<file path="src/rtl/timer_periph_if.sv">
// timer_periph_if
// CPU data-bus bundle for the timer/display peripheral.
//
// Handshake: rd and wr are single-cycle strobes with no wait states. A write
// takes effect on the rising edge where wr=1. rdata is combinational from addr
// while rd=1 and is 0 otherwise. The bus never stalls, so there is no ready.
//
// Signals:
//   rd    - read strobe, master -> slave
//   wr    - write strobe, master -> slave
//   addr  - 32-bit byte address, master -> slave
//   wdata - 32-bit write data, master -> slave
//   rdata - 32-bit read data, slave -> master
interface timer_periph_if;
    logic        rd;
    logic        wr;
    logic [31:0] addr;
    logic [31:0] wdata;
    logic [31:0] rdata;

    modport master (output rd, output wr, output addr, output wdata, input rdata);
    modport slave  (input rd, input wr, input addr, input wdata, output rdata);
endinterface

</file>
<file path="src/rtl/timer_periph.sv">
// timer_periph
// Memory-mapped reloading 32-bit timer with a level interrupt, an LED register
// and a 7-segment digit register. There is also an optional free-running
// SYSTICK counter, which is enabled by defining TIMER_SYSTICK_EN.
//
// Register map (byte offsets from BASE):
//   0x00 TH (reload, RW)      0x04 TL (counter, RW)
//   0x08 TCON[2:0] (RW)       0x0C LED[7:0] (RW)
//   0x10 SYSTICK (RO)         0x14 DIGI[11:0] (RW)
//
// Ports:
//   clk   - system clock, rising edge
//   reset - synchronous, active-high reset
//   bus   - CPU bus (timer_periph_if.slave)
//   led   - LED register
//   digi  - 7-segment register: [6:0] segments (active-low), [7] dp, [11:8] anodes
//   irq   - level interrupt request, TCON[1] & TCON[2]
module timer_periph #(
    parameter logic [31:0] BASE = 32'h4000_0000
) (
    input  logic                 clk,
    input  logic                 reset,
    timer_periph_if.slave        bus,
    output logic [7:0]           led,
    output logic [11:0]          digi,
    output logic                 irq
);
    localparam logic [31:0] ADDR_TH      = BASE + 32'h00;
    localparam logic [31:0] ADDR_TL      = BASE + 32'h04;
    localparam logic [31:0] ADDR_TCON    = BASE + 32'h08;
    localparam logic [31:0] ADDR_LED     = BASE + 32'h0C;
    localparam logic [31:0] ADDR_SYSTICK = BASE + 32'h10;
    localparam logic [31:0] ADDR_DIGI    = BASE + 32'h14;

    logic [31:0] th_q, th_d;
    logic [31:0] tl_q, tl_d;
    logic [2:0]  tcon_q, tcon_d;
    logic [7:0]  led_q, led_d;
    logic [11:0] digi_q, digi_d;
    logic [31:0] systick_rd;

    logic wr_th, wr_tl, wr_tcon, wr_led, wr_digi;
    logic count_step, overflow;

    assign wr_th   = bus.wr && (bus.addr == ADDR_TH);
    assign wr_tl   = bus.wr && (bus.addr == ADDR_TL);
    assign wr_tcon = bus.wr && (bus.addr == ADDR_TCON);
    assign wr_led  = bus.wr && (bus.addr == ADDR_LED);
    assign wr_digi = bus.wr && (bus.addr == ADDR_DIGI);

    // A firmware write to TL overrides the count step for that cycle. Such a
    // write also suppresses any overflow event.
    assign count_step = tcon_q[0] && !wr_tl;
    assign overflow   = count_step && (tl_q == 32'hFFFF_FFFF);

    always_comb begin
        th_d   = th_q;
        tl_d   = tl_q;
        tcon_d = tcon_q;
        led_d  = led_q;
        digi_d = digi_q;

        // Reload uses th_q, so a TH write on the overflow edge does not
        // affect the value reloaded on that edge.
        if (count_step) begin
            tl_d = overflow ? th_q : tl_q + 32'd1;
        end
        if (wr_tl) begin
            tl_d = bus.wdata;
        end
        if (wr_th) begin
            th_d = bus.wdata;
        end

        if (overflow && tcon_q[1]) begin
            tcon_d[2] = 1'b1;
        end
        // A TCON write that keeps irq enabled must not drop an overflow
        // event that coincides with it.
        if (wr_tcon) begin
            tcon_d = bus.wdata[2:0];
            if (overflow && bus.wdata[1]) begin
                tcon_d[2] = 1'b1;
            end
        end

        if (wr_led) begin
            led_d = bus.wdata[7:0];
        end
        if (wr_digi) begin
            digi_d = bus.wdata[11:0];
        end
    end

    always_ff @(posedge clk) begin
        if (reset) begin
            th_q   <= '0;
            tl_q   <= '0;
            tcon_q <= '0;
            led_q  <= '0;
            digi_q <= '0;
        end else begin
            th_q   <= th_d;
            tl_q   <= tl_d;
            tcon_q <= tcon_d;
            led_q  <= led_d;
            digi_q <= digi_d;
        end
    end

`ifdef TIMER_SYSTICK_EN
    logic [31:0] systick_q, systick_d;

    // Free-running counter that wraps modulo 2^32. Bus writes never touch it.
    always_comb begin
        systick_d = systick_q + 32'd1;
    end

    always_ff @(posedge clk) begin
        if (reset) begin
            systick_q <= '0;
        end else begin
            systick_q <= systick_d;
        end
    end

    assign systick_rd = systick_q;
`else
    assign systick_rd = '0;
`endif

    always_comb begin
        bus.rdata = '0;
        if (bus.rd) begin
            case (bus.addr)
                ADDR_TH:      bus.rdata = th_q;
                ADDR_TL:      bus.rdata = tl_q;
                ADDR_TCON:    bus.rdata = {29'd0, tcon_q};
                ADDR_LED:     bus.rdata = {24'd0, led_q};
                ADDR_SYSTICK: bus.rdata = systick_rd;
                ADDR_DIGI:    bus.rdata = {20'd0, digi_q};
                default:      bus.rdata = '0;
            endcase
        end
    end

    assign led  = led_q;
    assign digi = digi_q;
    assign irq  = tcon_q[1] & tcon_q[2];
endmodule

</file>
<file path="src/flat_wrapper.sv">
// flat-port wrapper written by rule: the top's interface ports become plain ports
module timer_periph_flat 
#(
    parameter logic [31:0] BASE = 32'h4000_0000
)
  (clk, reset, led, digi, irq, bus_rd, bus_wr, bus_addr, bus_wdata, bus_rdata);
  timer_periph_if bus_i ();
  input  logic clk;
  input  logic reset;
  output logic [7:0] led;
  output logic [11:0] digi;
  output logic irq;
  input wire logic [$bits(bus_i.rd)-1:0] bus_rd;
  input wire logic [$bits(bus_i.wr)-1:0] bus_wr;
  input wire logic [$bits(bus_i.addr)-1:0] bus_addr;
  input wire logic [$bits(bus_i.wdata)-1:0] bus_wdata;
  output wire logic [$bits(bus_i.rdata)-1:0] bus_rdata;
  assign bus_i.rd = bus_rd;
  assign bus_i.wr = bus_wr;
  assign bus_i.addr = bus_addr;
  assign bus_i.wdata = bus_wdata;
  assign bus_rdata = bus_i.rdata;
  timer_periph #(.BASE(BASE)) u_core (.clk(clk), .reset(reset), .bus(bus_i), .led(led), .digi(digi), .irq(irq));
endmodule
</file>
<file path="config.mk">
export PLATFORM = sky130hd
export DESIGN_NAME = timer_periph_flat
export DESIGN_NICKNAME = d
export VERILOG_FILES = /design/src/rtl/timer_periph_if.sv /design/src/rtl/timer_periph.sv /design/src/flat_wrapper.sv
export SDC_FILE = /design/constraint.sdc
export NUM_CORES = 1
export LEC_CHECK = 0
export BUFFER_PORTS_ARGS = -buffer_cell sky130_fd_sc_hd__buf_2
export CELL_PAD_IN_SITES_DETAIL_PLACEMENT = 1
export CELL_PAD_IN_SITES_GLOBAL_PLACEMENT = 1
export CORE_ASPECT_RATIO = 0.8
export CORE_UTILIZATION = 42
export DETAILED_ROUTE_END_ITERATION = 8
export PLACE_DENSITY = 0.89
export SYNTH_ARGS = -nofsm -noshare
export SYNTH_HDL_FRONTEND = slang
export SYNTH_SLANG_ARGS = --single-unit
</file>
<file path="constraint.sdc">
create_clock -name clk -period 3.7 [get_ports clk]
set_input_delay 0.37 -clock clk [delete_from_list [all_inputs] [get_ports clk]]
set_output_delay 0.37 -clock clk [all_outputs]
set_load 0.01 [all_outputs]
</file>
==> run summary, run 1 <==
Status - finished clean
Post-synth EDFFs - 0
Mean number of vias per cell - 6.11
Total power - 2070 uW
WL per Instance - 20.1 um
Number of diodes - 0
Top FF cell, synth - dfxtp_1
I/O pin cnt - 121
Area share of the largest cell type after synthesis - 34.9%
Yosys cell types - 62
Worst Setup EP - bus_rdata[11]
Post-synth ARST share - 0%
Max_cap viols - 0
Final net count - 827
TritonCTS Sinks - 87
CP cell instances - buf_2 > or4_1 > nor3_4 > and3_1 > buf_4 > a22oi_1 > nor2_1 > buf_2
Placed cells - 895
Met1 wire length - 7.74 mm
CTS tree - yes
Yosys warns - 0
Largest family of logic cells by synthesized area - simple AND/OR/NAND/NOR gates
Area leader, netlist - dfxtp_1
Sw Share - 21.7%
Most used cell, CP - buf_2
P_sw - 449 uW
Gate Count Post-Synth - 659
CP bufs+invs - 3
Drt pass-1 iters - 4
Post-Syn Area per Cell - 7.57 um^2
Core Area - 11,600 um^2
Critical path's top delay family - simple AND/OR/NAND/NOR gates
Setup TNS - 0 ps
CP required - 3330 ps
Synth Area in Adders - 0.251%
Compound-gate portion of the synthesized area - 21.5%
Unrepaired setup endpoints after global routing - false
First-pass GRT wire length - 28.9 mm
FF-to-FF setup slack - 1090 ps
Final WL - 18.3 mm
PostCTS Resize Cnt - 0
Clock root cell - clkbuf_16
Internal power - 1620 uW
Placement Setup Slack - 1050 ps
Area Growth Syn to Fin - 20.2%
Pins Over Slew Limit - 0
Metal3 WL - 1.29 mm
Syn Nets - 728
Leak - 0.00227 uW
Pwr/cell area - 344 nW/um^2
Tightest Hold Check Type - in2reg
Largest net degree at the start of global routing - 37
Layout Cells excl Fill - 911
Worst skew pair latency - 350 ps
Setup Viol. Count Final - 0
Post-synthesis sequential area ratio - 34.9%
# Post-CTS Setup Buffers - 0
GRT Resource Usage Total - 30.4%
Initial drt markers - 497
Top Layer Used - met4
Worst R2R End - u_core.tl_q[23]
Detail Route met2 WL - 8.88 mm
DP HPWL - 12.7 mm
Total CTS buffers - 9
Clk pwr share - 48.5%
Max-slew headroom - 45.0%
Crit path kind - in2out
Share of cells above drive strength 1 - 23.3%
Worst Reg-to-Reg Cells - 7
Peak VDD IR - 0.232 mV
Seq pwr share - 46.4%
Chip height - 99.5 um
CP Launch Type - input port
# rows - 35
Remaining antenna violation count after routing - 0
Fmax - 379 MHz
Gate power share - 5.1%
Reg-to-reg startpoint - u_core.tl_q[1]
Critical path data arrival time - 2270 ps
Clk_skew - 7.28 ps
Grt total ovfl - 0
WP depth - 8
Xor and xnor area share after synthesis - 1.93%
Worst-Margin Slew - 821 ps
Clock buffer depth - 2
Residual DRC count - 0
Fin. Hold Viols - 0
Worst-path clk slew - 60 ps
# hold bufs at CTS - 0
Crit. End Element - primary output
Die X-Extent - 124 um
Die area - 12,300 um^2
Initial Util - 43.2%
Synth Area in Simple Gates - 31.0%
Crit Path Max Fanout - 12
Final Cycle Share - 71.4%
Final min period - 2640 ps
CTS HTree Levels - 3
Vias - 5,568
Placer congestion estimate - 0.903
CP Launch Point - bus_addr[5]
FF+latch count, synth - 87
Vias in the first global route - 5,706
Buffers on Ports - 120
Synth top area cells - dfxtp_1, nand2_1, a21oi_1
Slowest CP cell - or4_1
Initial antenna violation count - 0
Post-Syn Area - 4990 um^2
Post-route setup slack - 1060 ps
Hold Slack - 278 ps
Proportion of synthesized area in mux cells - 4.76%
Max stage delay on crit path - 590 ps
[placed cells by master, fill, tap and decap left out, types with 8 or more instances in the layout]
master     synthesis  routed
a21oi_1           74      74
buf_4              7      18
nor4_1            10      10
mux2i_1           17      17
a211oi_1          14      14
nand2_1          127     127
inv_1             11      11
buf_2             15     120
nand4_1           12      12
nand3_1           21      21
nor2_1            70      70
dfxtp_1           87      87
nor3_1            12      12
clkbuf_16          0       9
a22oi_1           24      24
a222oi_1           8       8
and3_1            17      17
[sequential cells by signal, indices dropped and copies added (netlist names)]
signal,count
u_core.digi,12
u_core.led,8
u_core.tcon_q,3
u_core.th_q,32
u_core.tl_q,32
[power groups by stage]
stage	Sequential (uW)	Clock (uW)	Combinational [uW]
floorplan	972	0	45.3
global placement	977	0	99.2
detailed placement	978	0	103
CTS	958	1010	104
global route	959	1050	113
finish	958	1000	105
[how the worst min path moves through the flow]
stage,startpoint,to,slack [ps],depth (start not counted)
after floorplan,u_core.th_q[0],u_core.th_q[0],440,2
after global placement,u_core.th_q[0],u_core.th_q[0],450,2
after detailed placement,u_core.th_q[21],u_core.th_q[21],470,2
after CTS,bus_wdata[28],u_core.th_q[28],270,3
after global routing,bus_wdata[24],u_core.th_q[24],280,3
final,bus_wdata[28],u_core.th_q[28],280,3
[final cells by class]
cell class / instances / area [um^2]
clock buffer: 13 / 260
sequential: 87 / 1740
fill: 1504 / 5560
inverter: 11 / 41.3
multi-input combinational: 511 / 2970
timing repair buffer: 138 / 736
tap: 148 / 185
clock inverter: 3 / 65.1
[kinds of logic after synthesis]
family | count (synthesis)
AO/OA/AOI/OAI | 164
XOR/XNOR | 11
adder cells (fa/ha/maj) | 1
buffers and inverters | 61
flip-flops | 87
multiplexers | 23
AND/OR/NAND/NOR | 312
[worst reg2reg max path, cell delays in order, from the launching register on]
cell and delay [ps]:
dfxtp_1 430, ha_1 230, nand3_1 250, nor4_4 490, nand2_2 140, nor3_4 550, a211oi_1 180, a211oi_1 250
[cells in the mapped netlist (all sizes together), types with 2 or more instances]
library cell / instances
a211oi: 18
a21oi: 74
a222oi: 8
a22o: 4
a22oi: 24
a31oi: 6
and2: 7
and3: 18
and4: 6
buf: 23
clkbuf: 27
dfxtp: 87
inv: 11
mux2: 6
mux2i: 17
nand2: 128
nand2b: 2
nand3: 23
nand3b: 3
nand4: 14
nor2: 70
nor2b: 2
nor3: 16
nor3b: 2
nor4: 13
o211ai: 4
o21ai: 10
o22ai: 4
o31a: 2
o41ai: 2
or2: 2
or3: 4
xnor2: 6
xor2: 5
[layer usage]
metal	GRT usage, %	vias up
li1	-	2572
met1	37.4	2750
met2	51.6	213
met3	6.48	33
met4	11.9	0
met5	0	-
[through the flow]
stage	util, %	instance area [um^2]
finish	51.9	6000
CTS	51.9	6000
floorplan	-	4990
global placement	49.1	5670
detailed placement	49.1	5670
global route	51.9	6000
Note: power is estimated with default switching activity, not from simulation.
==> inputs of run 2 (changes only) <==
--- a/config.mk
+++ b/config.mk
@@ -5,13 +5,14 @@
 export SDC_FILE = /design/constraint.sdc
 export NUM_CORES = 1
 export LEC_CHECK = 0
+export ABC_AREA = 1
 export BUFFER_PORTS_ARGS = -buffer_cell sky130_fd_sc_hd__buf_2
 export CELL_PAD_IN_SITES_DETAIL_PLACEMENT = 1
 export CELL_PAD_IN_SITES_GLOBAL_PLACEMENT = 1
 export CORE_ASPECT_RATIO = 0.8
-export CORE_UTILIZATION = 42
+export CORE_UTILIZATION = 35
 export DETAILED_ROUTE_END_ITERATION = 8
-export PLACE_DENSITY = 0.89
+export PLACE_DENSITY = 0.81
 export SYNTH_ARGS = -nofsm -noshare
 export SYNTH_HDL_FRONTEND = slang
 export SYNTH_SLANG_ARGS = --single-unit
==> constraint.sdc (replaced) <==
create_clock -name clk -period 2.15 [get_ports clk]
set_input_delay 0.215 -clock clk [delete_from_list [all_inputs] [get_ports clk]]
set_output_delay 0.215 -clock clk [all_outputs]
set_load 0.01 [all_outputs]
==> run 2 against run 1 <==
Net effect: sequential share of layout area is 6.0 points lower; global-route usage down 3.1 points; first-iteration DRC count rose by 19%; hold slack worse by 180 ps; synthesized area rose by 25%; design area is 26% higher; die area increased by 49%; cell count grew 54%; critical path type unchanged; largest cell class unchanged.
==> run summary, run 2 <==
Die area - 18,300 um^2 (+49%)
Vias in the first global route - 7,253 (+27%)
Syn Nets - 1,115 (+53%)
First-pass GRT wire length - 38.3 mm (+32%)
CTS HTree Levels - 3 (unchanged)
Top FF cell, synth - dfxtp_1
Final min period - 2040 ps
Critical path data arrival time - 1820 ps (-450 ps)
Leading cell type in the layout, fill and taps excluded - nand2_1
Post-synthesis sequential area ratio - 28.0% (-6.9 points)
Pwr/cell area - 454 nW/um^2 (+32%)
Most common cell in the netlist - nand2_1
Residual DRC count - 0 (unchanged)
Initial Util - 35.8% (-7.4 points)
Fmax - 490 MHz
Yosys warns - 0 (unchanged)
Gate Count Post-Synth - 1,046 (+59%)
Vias - 7,363 (+32%)
Leading cell types by count after synthesis - nand2_1, nor2_1, inv_1
Remaining antenna violation count after routing - 0 (unchanged)
TritonCTS Sinks - 87 (unchanged)
Area leader, netlist - dfxtp_1
Final WL - 24.2 mm (+33%)
Core Area - 17,400 um^2 (+50%)
Commonest non-fill, non-tap cells in the layout - nand2_1, nor2_1, inv_1
FF+latch count, synth - 87 (unchanged)
Clk_skew - 15.8 ps (+8.52 ps)
Chip height - 121 um (+22%)
Hold Slack - 98.9 ps (-179 ps)
Crit Path Max Fanout - 21 (+9)
DP HPWL - 18.0 mm (+42%)
Peak VDD IR - 0.322 mV (+39%)
Post-Syn Area - 6220 um^2 (+25%)
Crit. End Element - primary output
Crit path kind - in2out
Share of cells above drive strength 1 - 20.3% (-3.0 points)
Fin. Hold Viols - 0 (unchanged)
Worst skew pair latency - 370 ps (+20 ps)
Area share of the largest cell type after synthesis - 28.0% (-6.9 points)
WL per Instance - 17.2 um (-14%)
Pins Over Slew Limit - 0 (unchanged)
Max_cap viols - 0 (unchanged)
Setup TNS - 0 ps (unchanged)
Setup Viol. Count Final - 0 (unchanged)
Status - finished clean
Mean number of vias per cell - 5.24 (-14%)
Largest net degree at the start of global routing - 56 (+51%)
Post-Syn Area per Cell - 5.95 um^2 (-21%)
Max-slew headroom - 25.4% (-20 points)
Placer congestion estimate - 0.918 (+1.7%)
I/O pin cnt - 121 (unchanged)
Post-synth ARST share - 0% (unchanged)
Worst-path clk slew - 70 ps (about the same)
Drt pass-1 iters - 5 (+1)
CTS tree - yes
Post-synth EDFFs - 0 (unchanged)
GRT Resource Usage Total - 27.4% (-3.1 points)
Yosys cell types - 38 (-39%)
Worst-Margin Slew - 1120 ps (+298 ps)
Leak - 0.00337 uW (+49%)
Number of diodes - 0 (unchanged)
Total CTS buffers - 9 (unchanged)
CP required - 1930 ps (-1400 ps)
CP Launch Type - input port
Initial drt markers - 593 (+19%)
Clock buffer depth - 2 (unchanged)
Area Growth Syn to Fin - 21.6%
Synth top area cells - dfxtp_1, nand2_1, nor2_1
Tightest Hold Check Type - in2reg
Buffers on Ports - 120 (unchanged)
Final Cycle Share - 94.8%
# rows - 43 (+23%)
Clock root cell - clkbuf_16
Final net count - 1,245 (+51%)
Die X-Extent - 151 um (+22%)
Grt total ovfl - 0 (unchanged)
Initial antenna violation count - 0 (unchanged)
run 2: stage by stage:
step	total power, uW	cells	util [%]	cell area, um^2	setup slack [ps]
5_1_grt	3520	1406	43.6	7570	-19.7
4_1_cts	3440	1398	43.0	7470	58.9
6_report	3430	1406	43.6	7570	111
3_5_place_dp	1830	1382	41.3	7180	71.2
3_3_place_gp	1820	1382	41.3	7180	98.8
2_1_floorplan	1710	1046	-	6220	392
run 2: final cells by class:
class / count / area, um^2
tap: 225 / 282
fill: 2415 / 9810
multi-input combinational: 748 / 3610
timing repair buffer: 171 / 1030
clock buffer: 9 / 225
clock inverter: 7 / 66.3
sequential: 87 / 1740
inverter: 159 / 614
run 2: power breakdown:
group | internal (uW) | switching (uW) | total [uW]
Combinational | 65.5 | 118 | 184
Sequential | 1610 | 0.000000426 | 1610
Clock | 821 | 819 | 1640
Total | 2500 | 938 | 3430
run 2: repair_timing:
item,4_1_cts,5_1_grt
buffers inserted,0,8
gates resized for setup,0,15
hold buffers,0,0
endpoints found under the setup margin,0,38
run 2: path summary, 6_finish.rpt:
kind	start	to	slack [ps]	depth (start not counted)
worst max-delay path	bus_addr[27]	bus_rdata[7]	110	13
worst min-delay path	bus_wdata[27]	u_core.th_q[27]	100	3
worst min register to register	u_core.digi[10]	u_core.digi[10]	480	2
worst max register to register	u_core.tl_q[15]	u_core.tl_q[23]	190	11
run 2: cell families after synthesis:
logic type               synth area share, %
AO/OA/AOI/OAI                           13.4
XOR/XNOR                                2.25
adder cells (fa/ha/maj)                0.201
buffers and inverters                   14.3
flip-flops                              28.0
AND/OR/NAND/NOR                         41.9
run 2: worst max-delay path: stages:
cell and delay (ps):
buf_2 110, nor2_1 90, nand2_1 80, nor2_1 140
nand2_2 90, buf_4 170, nor2_8 90, nand2_4 130
buf_12 200, o22ai_1 210, nor2_1 60, nor2_1 90
buf_2 140
run 2: layer usage:
| layer | wire length (um) | global-route usage (%) |
|---|---|---|
| met5 | 0 | 0 |
| met2 | 11100 | 44.2 |
| met1 | 11400 | 37.3 |
| met3 | 1350 | 4.44 |
| met4 | 386 | 7.88 |
==> inputs of run 3 (changes only) <==
--- a/config.mk
+++ b/config.mk
@@ -11,8 +11,10 @@
 export CELL_PAD_IN_SITES_GLOBAL_PLACEMENT = 1
 export CORE_ASPECT_RATIO = 0.8
 export CORE_UTILIZATION = 35
+export CTS_CLUSTER_DIAMETER = 80
 export DETAILED_ROUTE_END_ITERATION = 8
 export PLACE_DENSITY = 0.81
+export SETUP_SLACK_MARGIN = 0.4
 export SYNTH_ARGS = -nofsm -noshare
 export SYNTH_HDL_FRONTEND = slang
 export SYNTH_SLANG_ARGS = --single-unit
==> run 3 against run 2 <==
Net effect: clock-buffer cell count rose by 1; largest power group is now sequential cells; routed wire length rose by 31%; largest cell class unchanged; combinational power rose by 27%; utilization rose by 6.3 points; via count rose by 14%; non-clock buffer count rose by 29; critical path depth did not move; clock skew fell by 5.2 ps; critical endpoint is now bus_rdata[24]; total power fell by 0.62%; global-route usage rose by 2.1 points; flip-flop and latch count did not move; setup slack got worse by 110 ps.
==> run summary, run 3 (same netlist as run 2, synthesis figures left out) <==
Worst Reg-to-Reg Cells - 12 (+1)
CTS tree - yes
Final WL - 31.8 mm (+31%)
Share of cells above drive strength 1 - 32.5% (+12 points)
Fin. Hold Viols - 0 (unchanged)
Remaining antenna violation count after routing - 0 (unchanged)
Number of diodes - 0 (unchanged)
Initial drt markers - 894 (+51%)
First-pass GRT wire length - 41.4 mm (+8.1%)
Worst-path clk slew - 60 ps (about the same)
Largest net degree at the start of global routing - 54 (-3.6%)
# rows - 43 (unchanged)
Crit path kind - in2out
Grt total ovfl - 0 (unchanged)
Area Growth Syn to Fin - 39.2%
Worst R2R End - u_core.tl_q[22]
CTS HTree Levels - 3 (unchanged)
TritonCTS Sinks - 87 (unchanged)
Total CTS buffers - 9 (unchanged)
Worst-Margin Slew - 631 ps (-489 ps)
Die X-Extent - 151 um (unchanged)
Chip height - 121 um (unchanged)
Leak - 0.00371 uW (+10%)
HP Start - bus_wdata[24]
WL per Instance - 22.1 um (+28%)
Final min period - 2150 ps (+108 ps)
Vias - 8,406 (+14%)
Fill cells - 2,305 (-4.6%)
CP required - 1930 ps (about the same)
GRT Resource Usage Total - 29.4% (+2.1 points)
Core Area - 17,400 um^2 (unchanged)
Reg-to-reg startpoint - u_core.tl_q[0]
FF-to-FF setup slack - 120 ps (-70 ps)
Crit Path Max Fanout - 10 (-52%)
Final net count - 1,275 (+2.4%)
Die area - 18,300 um^2 (unchanged)
M1 GR Usage - 38.8% (+1.5 points)
Placer congestion estimate - 0.899 (-2.1%)
Buffers on Ports - 120 (unchanged)
Drt pass-1 iters - 7 (+2)
Mean number of vias per cell - 5.85 (+12%)
Clk_skew - 10.6 ps (-5.19 ps)
Status - finished clean
Final Cycle Share - 99.9% (+5.0 points)
Hold Slack - 113 ps (+14.4 ps)
Fmax - 466 MHz (-5.0%)
Worst Hold Path Cells - 3 (unchanged)
Clock buffer depth - 2 (unchanged)
Commonest non-fill, non-tap cells in the layout - nand2_1, inv_1, nor2_1
Tightest Hold Check Type - in2reg
Max-slew headroom - 57.9% (+33 points)
Most Crowded Layer GR - met2
Pins Over Slew Limit - 0 (unchanged)
Initial Util - 35.8% (unchanged)
Hold path endpoint - u_core.th_q[24]
Initial antenna violation count - 0 (unchanged)
Setup Viol. Count Final - 0 (unchanged)
Area post-placement - 7240 um^2 (+0.87%)
Max_cap viols - 0 (unchanged)
Final Instance Area - 8660 um^2 (+14%)
Worst skew pair latency - 360 ps (about the same)
Setup TNS - 0 ps (unchanged)
Crit. End Element - primary output
GR Util met3 - 4.77% (+0.34 points)
Residual DRC count - 0 (unchanged)
# hold bufs at CTS - 0 (unchanged)
Leading cell type in the layout, fill and taps excluded - nand2_1
Post-route setup slack - 2.97 ps (-108 ps)
Placement Setup Slack - 40.9 ps (-30.4 ps)
DP HPWL - 18.3 mm (+1.6%)
Clock root cell - clkbuf_16
I/O pin cnt - 121 (unchanged)
GR Util met2 - 48.7% (+4.6 points)
Critical path data arrival time - 1930 ps (+110 ps)
Peak VDD IR - 0.352 mV (+9.4%)
CP Launch Type - input port
Unrepaired setup endpoints after global routing - true
Vias in the first global route - 7,747 (+6.8%)
Pwr/cell area - 394 nW/um^2 (-13%)
-- run 3: critical path, stage by stage --
cell	delay (ps)
buf_2	120
nor2_2	40
nand2_1	100
nor2_2	50
nand2_2	120
buf_6	150
nor2_8	50
nand2_8	140
nand2_4	80
o21ai_4	410
buf_6	230
nor2_1	70
buf_2	130
-- run 3: metrics by stage --
step | util [%] | total power [uW] | cells
floorplan | - | 1710 | 1046
global placement | 41.7 | 1820 | 1387
detailed placement | 41.7 | 1830 | 1387
CTS | 45.7 | 3380 | 1418
global route | 49.8 | 3490 | 1436
finish | 49.8 | 3410 | 1436
-- run 3: power by group --
group | switching [uW] | internal, uW
clock network | 751 | 820
logic | 145 | 89.4
registers | 0.000000515 | 1610
-- run 3: layout make-up --
class / count / area [um^2] / share of cell area, %
Tap cell: 225 / 282 / 3.25
Inverter: 159 / 628 / 7.25
Clock buffer: 10 / 239 / 2.76
Multi-Input combinational cell: 749 / 4150 / 47.9
Clock inverter: 6 / 43.8 / 0.506
Sequential cell: 87 / 1770 / 20.5
Timing Repair Buffer: 200 / 1540 / 17.8
-- run 3: worst max path at each step --
stage	from	end	slack, ps	depth (start not counted)
after detailed placement	bus_addr[30]	u_core.tl_q[19]	40	13
final	bus_addr[20]	bus_rdata[24]	3	13
after global placement	bus_addr[1]	bus_rdata[18]	60	10
after global routing	bus_addr[30]	bus_rdata[30]	9	14
after floorplan	u_core.tl_q[0]	u_core.tl_q[26]	410	11
after CTS	bus_addr[11]	bus_rdata[1]	220	14
-- run 3: routing by layer --
| metal | share of wire, % | wire (um) |
|---|---|---|
| met2 | 46 | 14600 |
| met3 | 7.8 | 2470 |
| met4 | 4.9 | 1550 |
| met5 | 0 | 0 |
| met1 | 41 | 13100 |
-- run 3: what timing repair did --
item                       CTS  global route
pin swaps                   17            42
setup endpoints to repair   62            85
setup buffers               14            16
resized for setup           74           167
gates cloned                 1             2
hold endpoints to repair     0             0
